**config.mk**
```make
export PLATFORM = sky130hd
export DESIGN_NAME = svm_rom_sequencer
export DESIGN_NICKNAME = d
export VERILOG_FILES = /design/src/rtl/svm_rom_sequencer.sv
export SDC_FILE = /design/constraint.sdc
export NUM_CORES = 1
export LEC_CHECK = 0
export BUFFER_PORTS_ARGS = -buffer_cell sky130_fd_sc_hd__clkbuf_2
export CAP_MARGIN = 20
export CORE_MARGIN = 5
export CORE_UTILIZATION = 55
export DETAILED_ROUTE_END_ITERATION = 16
export HOLD_SLACK_MARGIN = 0.06
export PLACE_DENSITY = 0.79
export SETUP_SLACK_MARGIN = 0.4
export SYNTH_ARGS = -nofsm -noshare
export SYNTH_HDL_FRONTEND = slang
export SYNTH_SLANG_ARGS = --single-unit
```
**constraint.sdc**
```tcl
create_clock -name clk -period 2.2 [get_ports clk]
set_input_delay 0.44 -clock clk [delete_from_list [all_inputs] [get_ports clk]]
set_output_delay 0.44 -clock clk [all_outputs]
set_load 0.02 [all_outputs]
```
**src/rtl/svm_rom_sequencer.sv**
```systemverilog
// rtl/svm_rom_sequencer.sv - SVM ROM read sequencer: walks V/A support-row and alpha reads, returns aligned tags
//
// Purpose:
//   Accepts one classification request and issues the four ROM read phases
//   back to back (V_MM1, V_MM2, A_MM1, A_MM2), then a one-cycle DRAIN.
//   A one-stage tag register tracks the ROM's single-cycle read latency.
//
// Ports:
//   clk, rst             - clock, asynchronous active-high reset
//   in_valid / in_ready  - start request; ready only while idle
//   computing_*          - registered one-hot phase flags to the ROM wrapper
//   midx, comp_sidx      - support-row / alpha read indices (0 when not in use)
//   rd_valid, rd_phase,
//   rd_idx, rd_last      - tag of the data the ROM presents this cycle
//   done                 - pulse when the final A_MM2 read returns

module svm_rom_sequencer #(
   parameter  int LOG_SUP_WIDTH = 8,
   parameter  int LOG_MIDX      = 8,
   parameter  int V_MIDX_COUNT  = 64,
   parameter  int V_SUP_COUNT   = 64,
   parameter  int A_MIDX_COUNT  = 64,
   parameter  int A_SUP_COUNT   = 64,
   localparam int IDX_W = (LOG_MIDX > LOG_SUP_WIDTH) ? LOG_MIDX : LOG_SUP_WIDTH
) (
   input  logic                     clk,
   input  logic                     rst,
   input  logic                     in_valid,
   output logic                     in_ready,
   output logic                     computing_v_matmul1,
   output logic                     computing_v_matmul2,
   output logic                     computing_a_matmul1,
   output logic                     computing_a_matmul2,
   output logic [LOG_MIDX-1:0]      midx,
   output logic [LOG_SUP_WIDTH-1:0] comp_sidx,
   output logic                     rd_valid,
   output logic [1:0]               rd_phase,
   output logic [IDX_W-1:0]         rd_idx,
   output logic                     rd_last,
   output logic                     done
);

   typedef enum logic [2:0] {
      S_IDLE, S_V_MM1, S_V_MM2, S_A_MM1, S_A_MM2, S_DRAIN
   } state_t;

   // Terminal indices; a count of 2^width truncates to all-ones, so the
   // index wraps to 0 exactly on the terminal read.
   localparam logic [LOG_MIDX-1:0]      V_MIDX_LAST = LOG_MIDX'(V_MIDX_COUNT - 1);
   localparam logic [LOG_SUP_WIDTH-1:0] V_SUP_LAST  = LOG_SUP_WIDTH'(V_SUP_COUNT - 1);
   localparam logic [LOG_MIDX-1:0]      A_MIDX_LAST = LOG_MIDX'(A_MIDX_COUNT - 1);
   localparam logic [LOG_SUP_WIDTH-1:0] A_SUP_LAST  = LOG_SUP_WIDTH'(A_SUP_COUNT - 1);

   state_t                   r_state;
   logic [3:0]               r_flags;     // {a_mm2, a_mm1, v_mm2, v_mm1}
   logic                     r_in_ready;
   logic [LOG_MIDX-1:0]      r_midx;
   logic [LOG_SUP_WIDTH-1:0] r_sidx;
   logic                     r_rd_valid;
   logic [1:0]               r_rd_phase;
   logic [IDX_W-1:0]         r_rd_idx;
   logic                     r_rd_last;

   logic                     w_last;
   logic [1:0]               w_phase;
   logic [IDX_W-1:0]         w_idx;

   // Decode of the read being issued this cycle; feeds both the state
   // transitions and the tag register.
   always_comb begin
      w_last  = 1'b0;
      w_phase = 2'd0;
      w_idx   = '0;
      case (r_state)
         S_V_MM1: begin w_last = (r_midx == V_MIDX_LAST); w_phase = 2'd0; w_idx = IDX_W'(r_midx); end
         S_V_MM2: begin w_last = (r_sidx == V_SUP_LAST);  w_phase = 2'd1; w_idx = IDX_W'(r_sidx); end
         S_A_MM1: begin w_last = (r_midx == A_MIDX_LAST); w_phase = 2'd2; w_idx = IDX_W'(r_midx); end
         S_A_MM2: begin w_last = (r_sidx == A_SUP_LAST);  w_phase = 2'd3; w_idx = IDX_W'(r_sidx); end
         default: ;
      endcase
   end

   always_ff @(posedge clk or posedge rst) begin
      if (rst) begin
         r_state    <= S_IDLE;
         r_flags    <= 4'b0000;
         r_in_ready <= 1'b1;
         r_midx     <= '0;
         r_sidx     <= '0;
         r_rd_valid <= 1'b0;
         r_rd_phase <= 2'd0;
         r_rd_idx   <= '0;
         r_rd_last  <= 1'b0;
      end else begin
         r_rd_valid <= |r_flags;
         r_rd_phase <= w_phase;
         r_rd_idx   <= w_idx;
         r_rd_last  <= w_last;
         case (r_state)
            S_IDLE: begin
               if (in_valid) begin
                  r_state    <= S_V_MM1;
                  r_flags    <= 4'b0001;
                  r_in_ready <= 1'b0;
                  r_midx     <= '0;
               end
            end
            S_V_MM1: begin
               if (w_last) begin
                  r_state <= S_V_MM2;
                  r_flags <= 4'b0010;
                  r_midx  <= '0;
                  r_sidx  <= '0;
               end else begin
                  r_midx <= r_midx + 1'b1;
               end
            end
            S_V_MM2: begin
               if (w_last) begin
                  r_state <= S_A_MM1;
                  r_flags <= 4'b0100;
                  r_sidx  <= '0;
                  r_midx  <= '0;
               end else begin
                  r_sidx <= r_sidx + 1'b1;
               end
            end
            S_A_MM1: begin
               if (w_last) begin
                  r_state <= S_A_MM2;
                  r_flags <= 4'b1000;
                  r_midx  <= '0;
                  r_sidx  <= '0;
               end else begin
                  r_midx <= r_midx + 1'b1;
               end
            end
            S_A_MM2: begin
               if (w_last) begin
                  r_state <= S_DRAIN;
                  r_flags <= 4'b0000;
                  r_sidx  <= '0;
               end else begin
                  r_sidx <= r_sidx + 1'b1;
               end
            end
            S_DRAIN: begin
               r_state    <= S_IDLE;
               r_in_ready <= 1'b1;
            end
            default: begin
               r_state    <= S_IDLE;
               r_flags    <= 4'b0000;
               r_in_ready <= 1'b1;
               r_midx     <= '0;
               r_sidx     <= '0;
            end
         endcase
      end
   end

   assign in_ready            = r_in_ready;
   assign computing_v_matmul1 = r_flags[0];
   assign computing_v_matmul2 = r_flags[1];
   assign computing_a_matmul1 = r_flags[2];
   assign computing_a_matmul2 = r_flags[3];
   assign midx                = r_midx;
   assign comp_sidx           = r_sidx;
   assign rd_valid            = r_rd_valid;
   assign rd_phase            = r_rd_phase;
   assign rd_idx              = r_rd_idx;
   assign rd_last             = r_rd_last;
   // The final tag is the only one with phase 3 and last set, so done lands in DRAIN.
   assign done                = r_rd_valid & r_rd_last & (r_rd_phase == 2'd3);

endmodule
```
==> qor.yml <==
outcome:
  outcome: "complete, no violations"
clock_tree:
  insertion_delay_ps: 340
  cts_root_buffer: "clkbuf_4"
  clk_path_buf_depth: 2
  htree_levels: 2
  clock-sinks: 36
  numCtsBuffers: 5
  ctsHoldBuffers: 0
  cts_tree: "done"
  clkSlewWorstSetupHoldPaths_ps: 120
layout:
  fin_nets: 273
  final_common_cell: "clkbuf_2"
  syn_to_final_growth_pct: 25.6
  mostFrequentLayoutCells: "clkbuf_2, dfrtp_1, buf_4"
  antenna_cells: 0
  drive_above_1_share: 0.357
global_route:
  grt_overflow: 0
  grt_pass1_wl_um: 9190
  grtUsageTotal: 0.231
  grt_start_max_net_pins: 37
  grt_pass1_vias: 1809
  antenna_found_initial: 0
floorplanning:
  core_um2: 3580
  die-area_um2: 4940
  rows: 22
  ioPinCount: 37
  die-height_um: 70.3
  start_util: 0.559
  die_w_um: 70.3
synth:
  syn-num-nets: 223
  ys_async_sr_fraction: 1.00
  synth-main-ff-cell: "dfrtp_1"
  syn_area_per_cell_um2: 9.18
  synthMuxAreaShare: 0.00500
  synth_top_family_by_area: "compound AO/OA/AOI/OAI gates"
  synth-seq-cells: 36
  yosys.area_share.simple: 0.215
  synth_compound_area_frac: 0.247
  synthXorXnorAreaFrac: 0.00876
  synth.distinct_cells: 53
  synthAdderAreaFrac: 0.0125
  syn_area_um2: 2000
  seq_area_frac_synth: 0.451
  netlist_instances: 218
  synth_edf_count: 0
  yosysWarnings: 0
worst_setup_path:
  critPathArrivalTime_ps: 2220
  end_kind: "register"
  worstPathRequired_ps: 2480
  cp-start-kind: "register"
  path_class: "reg -> reg"
  crit_path_max_fanout: 4
power:
  ir_worst_vdd_mv: 0.340
  p_leak_nw: 1.13
  powerDensity_nw_per_um2: 416
placement:
  hpwl_um: 3620
  place_congestion: 0.906
  place_ws_ps: 177
  place.port_buffers: 36
route:
  num_vias: 1980
  wirelength_um: 5600
  detail_route.first_pass.iterations: 4
  detail_route.drc_violations: 0
  viasPerCell: 6.25
  drt_iter0_drc: 185
  wl_per_cell_um: 17.7
  detail-route-antenna-nets: 0
timing:
  hold_viol_final: 0
  clock_skew_ps: 18.9
  rsz0062_at_grt: "yes"
  whs_ps: 167
  setup_viol: 0
  finalCriticalPeriod_ps: 1940
  worst-slew-pin-transition_ps: 514
  fmax_ghz: 0.516
  tns_ps: 0
  post-route-period-util: 0.880
  fin_ws_ps: 263
  relSlewSlack: 0.654
  maxSlewViolCount: 0
worst_hold_path:
  hold_class: "in -> async"
flow_run:
  maxCapViolCount: 0
-- layout make-up --
class	instances	area [µm²]
timing repair buffer	63	394
sequential	36	910
tap	48	60.1
clock buffer	8	58.8
fill	280	1060
timing repair inverter	1	7.51
inverter	7	31.3
multi-input combinational	154	1050
-- repair_timing --
| action | CTS | global route |
|---|---|---|
| hold endpoints to repair | 0 | 0 |
| endpoints found under the setup margin | 23 | 23 |
| cloned | 1 | 0 |
| resized for setup | 10 | 11 |
| pin swaps | 4 | 3 |
| setup buffers | 4 | 8 |
-- kinds of logic after synthesis --
logic type | count (synthesis)
simple gates | 79
flops | 36
compound gates | 70
buf+inv | 28
fa+ha+maj | 2
mux | 1
xor+xnor | 2
-- where the power goes --
| group | leakage, nW | total [mW] | switching [mW] | internal [mW] |
|---|---|---|---|---|
| sequential | 0.416 | 0.661 | 0 | 0.661 |
| combinational | 0.685 | 0.0178 | 0.0150 | 0.00282 |
| clock | 0.0326 | 0.368 | 0.210 | 0.158 |
| total | 1.13 | 1.05 | 0.225 | 0.822 |
-- per-layer routing --
layer / part of all wire / wire length, µm / track usage
met1: 0.41 / 2310 / 0.318
met2: 0.48 / 2700 / 0.346
met3: 0.086 / 482 / 0.0590
met5: 0 / 0 / 0
met4: 0.019 / 104 / 0.0936
-- worst max-delay path: stages (launching register included) --
cell and delay [ps]:
dfrtp_2 420, or4b_4 520, or3_4 370, or4_4 440, a21oi_2 130
-- Yosys cell counts (all sizes together), types with 3 or more instances --
cell     count  area (µm²)
a21o         4        30.0
a21oi       13        68.8
a22o         7        61.3
a31oi        4        25.0
and3         4        25.0
buf          7        42.5
clkbuf      14        53.8
dfrtp       35         876
inv          7        26.3
nand2       18        67.6
nand2b       3        18.8
nand3        8        40.0
nor2        13        48.8
nor2b        4        25.0
nor3         8        40.0
nor4         4        25.0
o21ai       10        50.1
o22ai        5        31.3
o2bb2ai      5        43.8
o32ai        4        35.0
or4          3        26.3
-- path summary, 6_finish.rpt --
kind	from	endpoint	slack (ps)	cells past startpoint
worst max-delay path	midx[7]$_DFFE_PP0P_	r_state[1]$_DFFE_PP0P_	260	4
worst min-delay path	rst	comp_sidx[6]$_DFFE_PP0P_	170	3
worst max register to register	midx[7]$_DFFE_PP0P_	r_state[1]$_DFFE_PP0P_	260	4
worst min register to register	in_ready$_DFFE_PP1P_	in_ready$_DFFE_PP1P_	550	2
max in group asynchronous	rst	midx[6]$_DFFE_PP0P_	1660	3
min in group clk	in_valid	r_state[0]$_DFFE_PP0P_	410	3
-- metrics by stage --
stage | total power [mW] | instances | utilization | cell area [µm²]
CTS | 1.06 | 309 | 0.672 | 2400
floorplan | 0.684 | 218 | - | 2040
global placement | 0.692 | 296 | 0.633 | 2260
finish | 1.05 | 317 | 0.702 | 2510
detailed placement | 0.693 | 296 | 0.633 | 2260
global route | 1.09 | 317 | 0.702 | 2510
-- state kept, by name (all words and copies together) (netlist names), 2 cells and up --
name and flops:
r_state 3, rd_idx 8, comp_sidx 8, midx 8
rd_phase 2, r_flags 4
Note: power is estimated with default switching activity, not from simulation.
